`src/rtl/gate_net_seq_eval.sv`:
```
// gate_net_seq_eval: programmable 2-input/AO21 gate network evaluated one gate per cycle, result held in DONE until out_ready.
// Define GATE_NET_STATS_EN to add the stat_count (output handshakes) and stat_rej (rejected writes) counters.
module gate_net_seq_eval #(
  parameter int  NUM_IN    = 113,
  parameter int  NUM_GATES = 40,
  parameter int  NUM_OUT   = 2,
  parameter int  IDX_W     = $clog2(2 + NUM_IN + NUM_GATES),
  localparam int ADDR_W    = $clog2(NUM_GATES),
  localparam int PROG_W    = 3 + 3 * IDX_W
) (
  input  logic               clk,
  input  logic               rst_n,
  input  logic               in_valid,
  output logic               in_ready,
  input  logic [NUM_IN-1:0]  in_bits,
  output logic               out_valid,
  input  logic               out_ready,
  output logic [NUM_OUT-1:0] out_bits,
  output logic               busy,
  input  logic               prog_we,
  input  logic [ADDR_W-1:0]  prog_addr,
  input  logic [PROG_W-1:0]  prog_data,
  output logic               prog_err
`ifdef GATE_NET_STATS_EN
  ,
  output logic [31:0]        stat_count,
  output logic [15:0]        stat_rej
`endif
);

  typedef enum logic [1:0] {IDLE, RUN, DONE} state_e;

  localparam logic [ADDR_W-1:0] PC_LAST = ADDR_W'(NUM_GATES - 1);

  state_e              state_q, state_d;
  logic [ADDR_W-1:0]   pc_q, pc_d;
  logic [NUM_IN-1:0]   in_q, in_d;
  logic [NUM_GATES-1:0] res_q, res_d;
  logic                in_ready_q;
  logic                prog_err_q, prog_err_d;

  logic [2:0]          op_q [NUM_GATES];
  logic [IDX_W-1:0]    a_q  [NUM_GATES];
  logic [IDX_W-1:0]    b_q  [NUM_GATES];
  logic [IDX_W-1:0]    c_q  [NUM_GATES];

  logic [2:0]          wr_op;
  logic [IDX_W-1:0]    wr_a, wr_b, wr_c;
  logic                wr_addr_ok, wr_ok;

  logic [2:0]          cur_op;
  logic                va, vb, vc, gate_val;

  assign wr_op      = prog_data[PROG_W-1 -: 3];
  assign wr_a       = prog_data[3*IDX_W-1 -: IDX_W];
  assign wr_b       = prog_data[2*IDX_W-1 -: IDX_W];
  assign wr_c       = prog_data[IDX_W-1:0];
  assign wr_addr_ok = ({1'b0, prog_addr} < (ADDR_W + 1)'(NUM_GATES));
  assign wr_ok      = prog_we && wr_addr_ok && (state_q == IDLE);
  assign prog_err_d = prog_we && !wr_ok;

  // Node lookup: consts, latched inputs, gate results; unmapped indices read 0.
  function automatic logic node_val(input logic [IDX_W-1:0]     idx,
                                    input logic [NUM_IN-1:0]    x,
                                    input logic [NUM_GATES-1:0] r);
    logic v;
    v = 1'b0;
    if (idx == IDX_W'(1)) v = 1'b1;
    for (int k = 0; k < NUM_IN; k++) begin
      if (idx == IDX_W'(k + 2)) v = x[k];
    end
    for (int g = 0; g < NUM_GATES; g++) begin
      if (idx == IDX_W'(NUM_IN + 2 + g)) v = r[g];
    end
    return v;
  endfunction

  always_comb begin
    cur_op = op_q[pc_q];
    va     = node_val(a_q[pc_q], in_q, res_q);
    vb     = node_val(b_q[pc_q], in_q, res_q);
    vc     = node_val(c_q[pc_q], in_q, res_q);
    case (cur_op)
      3'd0:    gate_val = va & vb;
      3'd1:    gate_val = va | vb;
      3'd2:    gate_val = va ^ vb;
      3'd3:    gate_val = ~(va & vb);
      3'd4:    gate_val = ~(va | vb);
      3'd5:    gate_val = ~(va ^ vb);
      3'd6:    gate_val = va | (vb & vc);
      default: gate_val = va;
    endcase
  end

  always_comb begin
    state_d = state_q;
    pc_d    = pc_q;
    in_d    = in_q;
    res_d   = res_q;
    case (state_q)
      IDLE: begin
        if (in_valid && in_ready_q) begin
          in_d    = in_bits;
          res_d   = '0;
          pc_d    = '0;
          state_d = RUN;
        end
      end
      RUN: begin
        res_d[pc_q] = gate_val;
        if (pc_q == PC_LAST) begin
          state_d = DONE;
        end else begin
          pc_d = pc_q + 1'b1;
        end
      end
      DONE: begin
        if (out_ready) state_d = IDLE;
      end
      default: state_d = IDLE;
    endcase
  end

  always_ff @(posedge clk or negedge rst_n) begin
    if (!rst_n) begin
      state_q    <= IDLE;
      pc_q       <= '0;
      in_q       <= '0;
      res_q      <= '0;
      in_ready_q <= 1'b1;
      prog_err_q <= 1'b0;
      for (int g = 0; g < NUM_GATES; g++) begin
        op_q[g] <= 3'd7;
        a_q[g]  <= '0;
        b_q[g]  <= '0;
        c_q[g]  <= '0;
      end
    end else begin
      state_q    <= state_d;
      pc_q       <= pc_d;
      in_q       <= in_d;
      res_q      <= res_d;
      in_ready_q <= (state_d == IDLE);
      prog_err_q <= prog_err_d;
      if (wr_ok) begin
        op_q[prog_addr] <= wr_op;
        a_q[prog_addr]  <= wr_a;
        b_q[prog_addr]  <= wr_b;
        c_q[prog_addr]  <= wr_c;
      end
    end
  end

  assign in_ready  = in_ready_q;
  assign out_valid = (state_q == DONE);
  assign busy      = (state_q != IDLE);
  assign prog_err  = prog_err_q;
  assign out_bits  = out_valid ? res_q[NUM_GATES-NUM_OUT +: NUM_OUT] : '0;

`ifdef GATE_NET_STATS_EN
  logic [31:0] stat_count_q;
  logic [15:0] stat_rej_q;

  always_ff @(posedge clk or negedge rst_n) begin
    if (!rst_n) begin
      stat_count_q <= '0;
      stat_rej_q   <= '0;
    end else begin
      if (out_valid && out_ready && (stat_count_q != '1)) stat_count_q <= stat_count_q + 1'b1;
      if (prog_err_q && (stat_rej_q != '1))               stat_rej_q   <= stat_rej_q + 1'b1;
    end
  end

  assign stat_count = stat_count_q;
  assign stat_rej   = stat_rej_q;
`endif

endmodule

```
`config.mk`:
```
export PLATFORM = sky130hd
export DESIGN_NAME = gate_net_seq_eval
export DESIGN_NICKNAME = d
export VERILOG_FILES = /design/src/rtl/gate_net_seq_eval.sv
export SDC_FILE = /design/constraint.sdc
export NUM_CORES = 2
export LEC_CHECK = 0
export ABC_AREA = 1
export CAP_MARGIN = 10
export CORE_MARGIN = 4
export CORE_UTILIZATION = 50
export CTS_CLUSTER_DIAMETER = 60
export DETAILED_ROUTE_END_ITERATION = 8
export PLACE_DENSITY_LB_ADDON = 0.15
export SYNTH_ARGS = -nofsm -noshare
export SYNTH_HDL_FRONTEND = slang
export SYNTH_SLANG_ARGS = --single-unit
```
`constraint.sdc`:
```
create_clock -name clk -period 14.8 [get_ports clk]
set_input_delay 2.22 -clock clk [delete_from_list [all_inputs] [get_ports clk]]
set_output_delay 2.22 -clock clk [all_outputs]
set_load 0.01 [all_outputs]
```
==> qor.yml <==
clock_network:
  root_buffer: "clkbuf_16"
  clk_path_buf_depth: 3
  cts_tree: "done"
  clk_pin_slew_ps: 60
  cts_resized: 0
  clkSinkCount: 1243
  htree_levels: 4
  cts_hold_buf: 0
  cts_setup_buffers: 0
  cts_buffers: 141
  clk_latency_ps: 790
floorplan:
  start_util_pct: 50.6
  boundaryPins: 157
  core_sq_mm: 0.120
  design.die.area_sq_mm: 0.128
  dieWidth_um: 357
  rows: 127
  fp.dieH_um: 357
yosys:
  syn_area_sq_mm: 0.0610
  synthArstFlopShare_pct: 100
  syn-num-nets: 8188
  synthCells: 8034
  synth_edf_count: 0
  ys_seq_elements: 1243
  ys_seq_area_share_pct: 51.3
  yosysWarnings: 0
  avgSynthCellArea_sq_um: 7.59
  synth_ff_type: "dfrtp_1"
  synth_cell_types: 51
critical_path:
  r2r-start: "pc_q[2]"
  cpMostUsedCell: "nand2_1"
  worstPathArrival_ps: 13520
  crit_path_end_kind: "flip-flop"
  critPathMaxStageDelay_ps: 910
  r2r_end: "res_q[11]"
  worst-r2r-cell-count: 108
  cp_slowest_cell: "nor2_1"
  path_class: "reg -> reg"
  rrSetupSlack_ps: 1930
  crit_fanout: 40
  required_ps: 15440
  cp-start-kind: "flip-flop"
routing:
  drt_wl_total_um: 235000
  ant_nets: 0
  dr.pass1.iters: 8
  vias: 56600
  drt_iter0_drc: 6619
  wire_per_inst_um: 24.3
  route.detailed.drc: 0
  vias_per_cell: 5.86
pwr:
  p_comb_share_pct: 34.3
  clockPowerShare_pct: 29.4
  vdd_ir_drop_max_mv: 0.176
  cellInternalPower_mw: 7.07
  p_sw_mw: 5.14
  leakage_nw: 31.6
  sequentialPowerShare_pct: 36.2
  power_density_mw_per_mm2: 178
  p_sw_share_pct: 42.1
grt:
  grt_pass1_wl_um: 349000
  grt_max_degree: 163
  grt.overflow.total: 0
  first_global_vias: 52500
  antenna_found_initial: 4
  grt.total_usage_pct: 36.5
sta:
  setup_viol: 0
  drv_slew: 0
  min_period_over_period_pct: 87.0
  relSlewSlack_pct: 12.9
  tns_ps: 0
  report.final.hold_viol_count: 0
  rsz0062_at_grt: "no"
  finalCriticalPeriod_ps: 12870
  skew_ps: 28.3
  fmaxAchievable_mhz: 77.7
  worst_pin_slew_ps: 1300
layout:
  finalInstanceArea_sq_mm: 0.0685
  final_cells: 9657
  drive_above_1_share_pct: 8.60
  final.fill_count: 11400
  final_nets: 8091
  multi_input_area_sq_mm: 0.0261
  seq_area_sq_mm: 0.0313
  area_growth_syn_to_layout_pct: 12.4
placed_design:
  place.port_buffers: 156
  postPlaceCellArea_sq_mm: 0.0637
  gp_congestion: 1.03
  place_inst: 9401
  dpl.hpwl_um: 148000
worst_hold_path:
  hold_class: "reg -> reg"
  hp-start: "c_q[281]"
  hold_end: "c_q[281]"
  min_path_cells: 2
outcome:
  status: "completed"
job:
  drv_cap: 0
cells in the mapped netlist, types with 3 or more instances:
| library cell | instances | area, sq um |
|---|---|---|
| or2_1 | 7 | 43.8 |
| buf_4 | 30 | 225 |
| nand2_4 | 3 | 33.8 |
| nor4_1 | 4 | 25.0 |
| o211ai_1 | 58 | 435 |
| nor3_1 | 37 | 185 |
| o21ai_1 | 62 | 310 |
| or2_0 | 3 | 18.8 |
| o21ai_0 | 1225 | 6130 |
| buf_2 | 118 | 591 |
| a221oi_1 | 14 | 123 |
| o2111ai_1 | 4 | 35.0 |
| or2_2 | 9 | 56.3 |
| buf_1 | 14 | 52.6 |
| and3_1 | 7 | 43.8 |
| nor2_1 | 390 | 1460 |
| nor3_2 | 3 | 30.0 |
| nand4_1 | 122 | 763 |
| dfstp_2 | 121 | 3180 |
| a22o_1 | 26 | 228 |
| nand2_2 | 7 | 43.8 |
| a22oi_1 | 40 | 300 |
| a21oi_1 | 142 | 711 |
| clkbuf_1 | 385 | 1450 |
| inv_2 | 18 | 67.6 |
| inv_1 | 341 | 1280 |
| a31o_2 | 65 | 569 |
| clkinv_1 | 5 | 18.8 |
| nor2_2 | 10 | 62.6 |
| a31oi_1 | 43 | 269 |
| ha_1 | 3 | 37.5 |
| buf_6 | 10 | 113 |
| dfrtp_1 | 1122 | 28100 |
| nand3b_1 | 5 | 37.5 |
| nor2_4 | 6 | 67.6 |
| nand3_1 | 317 | 1590 |
| nand2_1 | 3239 | 12200 |
cells in the final DEF, fill, tap and decap left out, types with 65 or more instances in the layout:
| cell type | count |
|---|---|
| nand2_1 | 3200 |
| o21ai_0 | 1225 |
| dfrtp_1 | 1119 |
| nor2_1 | 374 |
| inv_1 | 340 |
| nand3_1 | 316 |
| clkdlybuf4s50_1 | 155 |
| buf_4 | 150 |
| clkbuf_16 | 144 |
| a21oi_1 | 142 |
| nand4_1 | 122 |
| dfstp_2 | 121 |
| a31o_2 | 65 |
worst max-delay path by stage:
stage / startpoint / to / cells after the start
floorplan: pc_q[0] / res_q[38] / 112
global placement: pc_q[2] / res_q[2] / 108
detailed placement: pc_q[2] / res_q[11] / 108
CTS: pc_q[2] / res_q[11] / 108
global route: pc_q[2] / res_q[12] / 108
finish: pc_q[2] / res_q[11] / 108
registers in the layout, indices dropped and copies added, names as in the netlist, 2 cells and up:
register,cells
res_q,40
op_q,120
b_q,320
state_q,2
pc_q,6
a_q,320
in_q,113
c_q,320
power by group through the flow:
| stage | clock network [mW] | registers (mW) | logic, mW |
|---|---|---|---|
| 3_5_place_dp | 0 | 4.45 | 4.07 |
| 5_1_grt | 3.79 | 4.47 | 4.51 |
| 3_3_place_gp | 0 | 4.46 | 4.06 |
| 4_1_cts | 3.63 | 4.40 | 4.09 |
| 6_report | 3.59 | 4.43 | 4.19 |
| 2_1_floorplan | 0 | 4.19 | 2.58 |
kinds of logic (layout without fill, tap and decap cells):
group | Yosys count | count (layout) | share of synthesized area [%]
buffers and inverters | 925 | 934 | 6.27
AOI/OAI and AO/OA | 1692 | 1692 | 15.1
other | 0 | 2 | 0
DFF | 1243 | 1243 | 51.3
and+or+nand+nor | 4171 | 4171 | 27.3
adders and majority gates | 3 | 3 | 0.0616
layer usage:
layer	up-vias	GRT usage [%]	routed length [um]
li1	25900	-	-
met1	27300	51.8	98700
met2	2831	54.7	101000
met3	571	7.27	22900
met4	0	15.9	11700
met5	-	0	0
cell type report:
cell class              count  area share [%]
flip-flops and latches   1243            45.6
multi-input cells        5866            38.1
clock buffers             206            6.03
repair buffers            320            4.37
well taps                1612            2.94
inverters                 365            2.02
clock inverters            43           0.891
diodes                      2         0.00730
through the flow:
step / power [mW] / util (%) / setup slack, ps / hold WS [ps]
after global routing: 12.8 / 56.9 / 671 / 497
final: 12.2 / 56.9 / 1930 / 478
after detailed placement: 8.53 / 52.9 / 2220 / 466
after floorplan: 6.77 / - / 6300 / 445
after global placement: 8.52 / 52.9 / 2360 / 459
after CTS: 12.1 / 56.8 / 2210 / 480
critical path, delay by kind of cell, from the launching register on:
family / cells / cell delay (ps)
compound gates: 3 / 600
flops: 1 / 730
fa+ha+maj: 1 / 300
simple gates: 100 / 9800
buf+inv: 4 / 1180
Note: power is estimated with default switching activity, not from simulation.
